### src/rtl/mac_accumulator.sv
// Two-stage streaming multiply-accumulate: registered product, then bias-seeded accumulate.
// One saturated 2*WORD_SIZE dot-product word is emitted per VEC_LEN accepted elements.
module mac_accumulator #(
  parameter int WORD_SIZE = 16,
  parameter int VEC_LEN   = 8,
  parameter int W_FRAC    = 8,
  parameter int GUARD     = 4
) (
  input  logic                          clk,
  input  logic                          rst,
  input  logic                          DI_valid,
  input  logic signed [WORD_SIZE-1:0]   DI,
  input  logic signed [WORD_SIZE-1:0]   W,
  input  logic signed [WORD_SIZE-1:0]   BIAS,
  output logic                          DO_valid,
  output logic signed [2*WORD_SIZE-1:0] DO
);
  localparam int PW    = 2 * WORD_SIZE;
  localparam int ACC_W = PW + GUARD;
  localparam int CNT_W = $clog2(VEC_LEN);
  localparam logic [CNT_W-1:0] CNT_LAST = CNT_W'(VEC_LEN - 1);

  logic [CNT_W-1:0]        cnt;
  logic                    p_vld, p_first, p_last;
  logic signed [PW-1:0]    prod;
  logic signed [ACC_W-1:0] bias_ext, acc, acc_next;
  logic signed [PW-1:0]    sat_val;

  // Stage 1: product register plus vector-position flags
  always_ff @(posedge clk) begin
    if (rst) begin
      cnt      <= '0;
      p_vld    <= 1'b0;
      p_first  <= 1'b0;
      p_last   <= 1'b0;
      prod     <= '0;
      bias_ext <= '0;
    end else begin
      p_vld <= DI_valid;
      if (DI_valid) begin
        prod    <= DI * W;
        p_first <= (cnt == '0);
        p_last  <= (cnt == CNT_LAST);
        if (cnt == '0)
          bias_ext <= {{(ACC_W-WORD_SIZE){BIAS[WORD_SIZE-1]}}, BIAS} << W_FRAC;
        cnt <= (cnt == CNT_LAST) ? '0 : cnt + 1'b1;
      end
    end
  end

  // First element reloads from bias so back-to-back vectors need no bubble
  always_comb begin
    acc_next = (p_first ? bias_ext : acc) + {{GUARD{prod[PW-1]}}, prod};
    sat_val  = acc_next[PW-1:0];
    if (acc_next[ACC_W-1:PW-1] != {(GUARD+1){acc_next[ACC_W-1]}})
      sat_val = acc_next[ACC_W-1] ? {1'b1, {(PW-1){1'b0}}} : {1'b0, {(PW-1){1'b1}}};
  end

  // Stage 2: accumulate, emit saturated result on the last element
  always_ff @(posedge clk) begin
    if (rst) begin
      acc      <= '0;
      DO       <= '0;
      DO_valid <= 1'b0;
    end else begin
      DO_valid <= 1'b0;
      if (p_vld) begin
        acc <= acc_next;
        if (p_last) begin
          DO       <= sat_val;
          DO_valid <= 1'b1;
        end
      end
    end
  end
endmodule

### config.mk
export PLATFORM = sky130hd
export DESIGN_NAME = mac_accumulator
export DESIGN_NICKNAME = d
export VERILOG_FILES = /design/src/rtl/mac_accumulator.sv
export SDC_FILE = /design/constraint.sdc
export NUM_CORES = 1
export LEC_CHECK = 0
export BUFFER_PORTS_ARGS = -buffer_cell sky130_fd_sc_hd__buf_2
export CAP_MARGIN = 0
export CORE_AREA = 2 2 165 167
export DETAILED_ROUTE_END_ITERATION = 16
export DIE_AREA = 0 0 167 169
export PLACE_DENSITY_LB_ADDON = 0.05
export SLEW_MARGIN = 30
export SYNTH_ARGS = -nofsm -noshare
export SYNTH_HDL_FRONTEND = slang
export SYNTH_SLANG_ARGS = --single-unit
### constraint.sdc
create_clock -name clk -period 7.72 [get_ports clk]
set_input_delay 1.158 -clock clk [delete_from_list [all_inputs] [get_ports clk]]
set_output_delay 1.158 -clock clk [all_outputs]
set_load 0.05 [all_outputs]
After elaboration in Yosys (flattened, before gate mapping)
Index checks and enable logic that the tools add are counted.
W data, S select, Z words.
{ "op_classes": {"n_addsub": 2, "n_mul": 1, "eq_ne": 2, "mux": 5, "n_bitwise": 1, "reduce_logical": 4} }
{ "ops": {"columns": ["cell", "count"], "rows": [
  ["$mux W32", 2],
  ["$add A36 B36 Y36", 1],
  ["$mux W36", 1],
  ["$mul A16 B16 Y32", 1],
  ["$ne A4 B4 Y1", 1],
  ["$reduce_and A2 Y1", 2],
  ["$add A3 B1 Y3 const B", 1],
  ["$eq A3 B3 Y1 const B", 1],
  ["$logic_not A3 Y1", 1],
  ["$mux W3", 1],
  ["$reduce_or A2 Y1", 1],
  ["$mux W1", 1],
  ["$not A1 Y1", 1]
]} }
{ "totals": {"ff_bits": 123, "out_inout_bits": 33, "word_cells": 24} }

Logic depth before layout (Yosys ltp)
{ "depth": {"depth_word": 4, "depth_mapped": 25, "mapped_depth_nobuf": 23} }

Worst setup path before layout
OpenSTA, ideal clock, no wires.
{ "synth_timing": {"path_kind": "input -> register", "start": "input port DI[15]", "end": "register prod[31]", "setup_time_ps": 117, "arrival_time_ps": 6666, "path_slack_ps": 937, "cell_stages": 18, "path_cell_list": "clkbuf_1 -> nand2_1 -> inv_1 -> fa_1 -> fa_1 -> fa_1 -> fa_1 -> fa_1 -> inv_1 -> fa_1 -> inv_1 -> ha_1 -> a2111oi_0 -> o31ai_1 -> a21o_1 -> a211oi_1 -> nand3b_1 -> a32o_1"} }
{ "synth_via": {"elab_chain_len": 1} }
{ "synth_rtl": {"columns": ["element", "line", "rtl"], "rows": [
  ["from (decl)", "12", "input logic signed [WORD_SIZE-1:0] DI,"],
  ["$mul A16 B16 Y32", "41", "prod <= DI * W;"],
  ["to (signal assigned)", "41", null],
  ["to (decl)", "25", "logic signed [PW-1:0] prod;"]
]} }
Every way passes these cells.
A chain may end at the register's enable or synchronous reset.

Worst setup path after layout
{ "layout_timing": {"start": "input port W[1]", "end": "register prod[24]"} }
{ "layout_via": {"elab_chain_len": 1} }
{ "layout_rtl": {"columns": ["element", "line", "rtl"], "rows": [
  ["from (decl)", "13", "input logic signed [WORD_SIZE-1:0] W,"],
  ["$mul A16 B16 Y32", "41", null]
]} }
Every way passes these cells.

==> metrics.md <==
| Metric | Value |
|---|---|
| Max-cap violations | `0` |
| Worst-Margin Slew | `0.870 ns` |
| Netlist cell types | `70` |
| Clock slew at reported path FFs | `0.06 ns` |
| CORE AREA | `0.0265 mm²` |
| Vias in the first global route | `13100` |
| Worst R2R End | `DO[18]` |
| Die ar. | `0.0282 mm²` |
| Final setup violation count | `0` |
| Synth async-reset ratio | `0%` |
| Post-synth EDFFs | `0` |
| Cell Area, Synth | `0.0167 mm²` |
| Worst EP required | `8.05 ns` |
| Final setup margin | `0.770 ns` |
| Post-CTS Setup Bufs | `0` |
| Critical-path maximum fanout | `16` |
| Total Wirelength | `38200 µm` |
| Capture point of the worst path | `prod[24]` |
| FF-to-FF Start | `p_first` |
| YS warnings | `0` |
| Area Growth Syn to Fin | `7.29%` |
| Hold_buf cts | `0` |
| Main synth FF type | `dfxtp_1` |
| Vias per cell | `5.51` |
| Seq cells post-synth | `123` |
| Skew-Pair Late Insertion Delay | `0.41 ns` |
| First-pass GRT wire length | `65300 µm` |
| Final Cycle Share | `90.0%` |
| R2r worst-path depth | `14` |
| TritonCTS Buffers | `17` |
| Status | `finished, final reports clean` |
| CTS max path bufs | `2` |
| Die Wd | `167 µm` |
| I/O pins | `84` |
| Clock Skews | `0.0112 ns` |
| DR WL/cell | `16.7 µm` |
| Setup crit end kind | `flip-flop` |
| Vias post-DR | `12600` |
| Post-DP HPWL | `30600 µm` |
| R2R Setup Slk | `2.12 ns` |
| CTS Sinks | `123` |
| Critical path startpoint | `W[1]` |
| Slew margin rel. | `41.8%` |
| Syn_nets | `2331` |
| Post-Place Setup Slack | `0.386 ns` |
| Initial antenna violation count | `0` |
| DR iter-0 viols | `698` |
| RSZ-0062 raised after global routing | `false` |
| DRT Pass-1 Iters | `5` |
| Fmax | `144 MHz` |
| Starting density of the core | `63.0%` |
| Syn Area/Cell | `8.81 µm²` |
| Nets | `2364` |
| Buffers on Ports | `83` |
| Tot GR Track Use | `28.5%` |
| CTS tree | `yes` |
| Seq/Total Area, Yosys | `14.7%` |
| Antenna diodes | `0` |
| Cells after synthesis | `1897` |
| Commonest cells after routing, fill and taps aside | `inv_1, fa_1, nand2_1` |
| Drt drc | `0` |
| Worst setup SP type | `primary input` |
| Final Slew Violations | `0` |
| H-tree Lvls | `4` |
| Post-CTS sizing | `0` |
| Worst path arrival time | `7.28 ns` |
| Row Count | `60` |
| Gpl congestion | `0.922` |
| GRT overflow | `0` |
| Hold Path Class | `reg2reg` |
| Commonest non-fill, non-tap cell in the layout | `inv_1` |
| Hold Vio Cnt, Final | `0` |
| Minimum clock period | `6.95 ns` |
| Kind of critical path | `in2reg` |
| Post-route ant nets | `0` |
| Layout cell share with drive strength beyond 1 | `8.90%` |
| CTS Root Buffer Type | `clkbuf_16` |
| FILL cells | `2235` |
| Die height | `169 µm` |
| Setup_tns | `0 ns` |
| Largest net degree at the start of global routing | `81` |
## metal layers
metal | track usage [%] | part of all wire [%] | routed length (µm)
met1 | 40.1 | 47 | 18000
met2 | 47.6 | 47 | 17900
met3 | 3.44 | 4.5 | 1710
met4 | 7.12 | 1.5 | 576
met5 | 0 | 0 | 0
## synth_stat cells, types with 7 or more instances
master	count	share of area (%)
inv_1	313	7.0
fa_1	263	32
nand2_1	219	4.9
nor2_1	167	3.8
and2_1	129	4.8
dfxtp_1	123	15
ha_1	120	9.0
a21oi_1	70	2.1
clkbuf_1	66	1.5
mux2i_1	54	3.2
xnor2_1	50	2.6
o21ai_0	41	1.2
a21o_1	28	1.3
xor2_1	20	1.0
o32ai_1	18	0.94
nand3_1	17	0.51
mux2_2	16	1.1
nand2b_1	16	0.60
a211oi_1	13	0.58
nor2b_1	11	0.41
o32ai_2	11	1.1
nand4_1	9	0.34
o21bai_1	9	0.40
nor3_1	7	0.21
o211ai_1	7	0.31
o21a_1	7	0.31
or3_1	7	0.26
## worst min-delay path by stage
stage	cells past startpoint	end	from
finish	2	bias_ext[10]	bias_ext[10]
global route	2	bias_ext[10]	bias_ext[10]
CTS	2	bias_ext[10]	bias_ext[10]
detailed placement	2	bias_ext[22]	bias_ext[22]
global placement	2	bias_ext[16]	bias_ext[16]
floorplan	2	prod[22]	prod[22]
## area by class of cell
| cell class | count | area (µm²) | share of cell area (%) |
|---|---|---|---|
| clock inverters | 13 | 143 | 0.796 |
| inverters | 313 | 1170 | 6.56 |
| multi-input cells | 1380 | 12700 | 71.1 |
| repair buffers | 95 | 515 | 2.88 |
| flip-flops and latches | 123 | 2460 | 13.7 |
| well taps | 341 | 427 | 2.38 |
| clock buffers | 19 | 453 | 2.53 |
## critical path: stages
cell and delay (ns):
buf_2 0.22, and2_1 0.23, fa_1 0.51, fa_1 0.56
ha_1 0.14, inv_1 0.05, fa_1 0.48, inv_1 0.06
fa_1 0.53, inv_1 0.05, fa_1 0.47, inv_1 0.04
ha_1 0.32, a21o_1 0.20, a2111oi_0 0.66, o31ai_1 0.33
a221oi_2 0.28, buf_4 0.17, a21oi_1 0.06, o31ai_1 0.26
a21oi_1 0.15, xnor2_1 0.14, a211oi_1 0.21
## kinds of logic (layout without fill, tap and decap cells)
group,after synthesis,count (layout),synth area share (%)
XOR/XNOR,71,71,3.77
AO/OA/AOI/OAI,252,252,10.8
flip-flops,123,123,14.7
adder cells (fa/ha/maj),383,383,40.5
AND/OR/NAND/NOR,604,604,16.8
buffers and inverters,394,440,9.03
multiplexers,70,70,4.31
## registers in the layout, indices dropped and copies added, names as in the netlist
register  count
p_last        1
DO           32
DO_valid      1
prod         32
p_first       1
acc          36
bias_ext     16
p_vld         1
cnt           3
## metrics by stage
stage / instance area [µm²] / util, % / hold slack [ns] / instances
2_1_floorplan: 16700 / - / 0.430 / 1897
3_3_place_gp: 17300 / 65.3 / 0.443 / 2251
3_5_place_dp: 17300 / 65.4 / 0.449 / 2252
4_1_cts: 17900 / 67.6 / 0.458 / 2284
5_1_grt: 17900 / 67.6 / 0.478 / 2284
6_report: 17900 / 67.6 / 0.458 / 2284
Power is left out: the tool's default activity adds up to more than one toggle a clock period on the data nets, which glitch-free logic cannot reach.
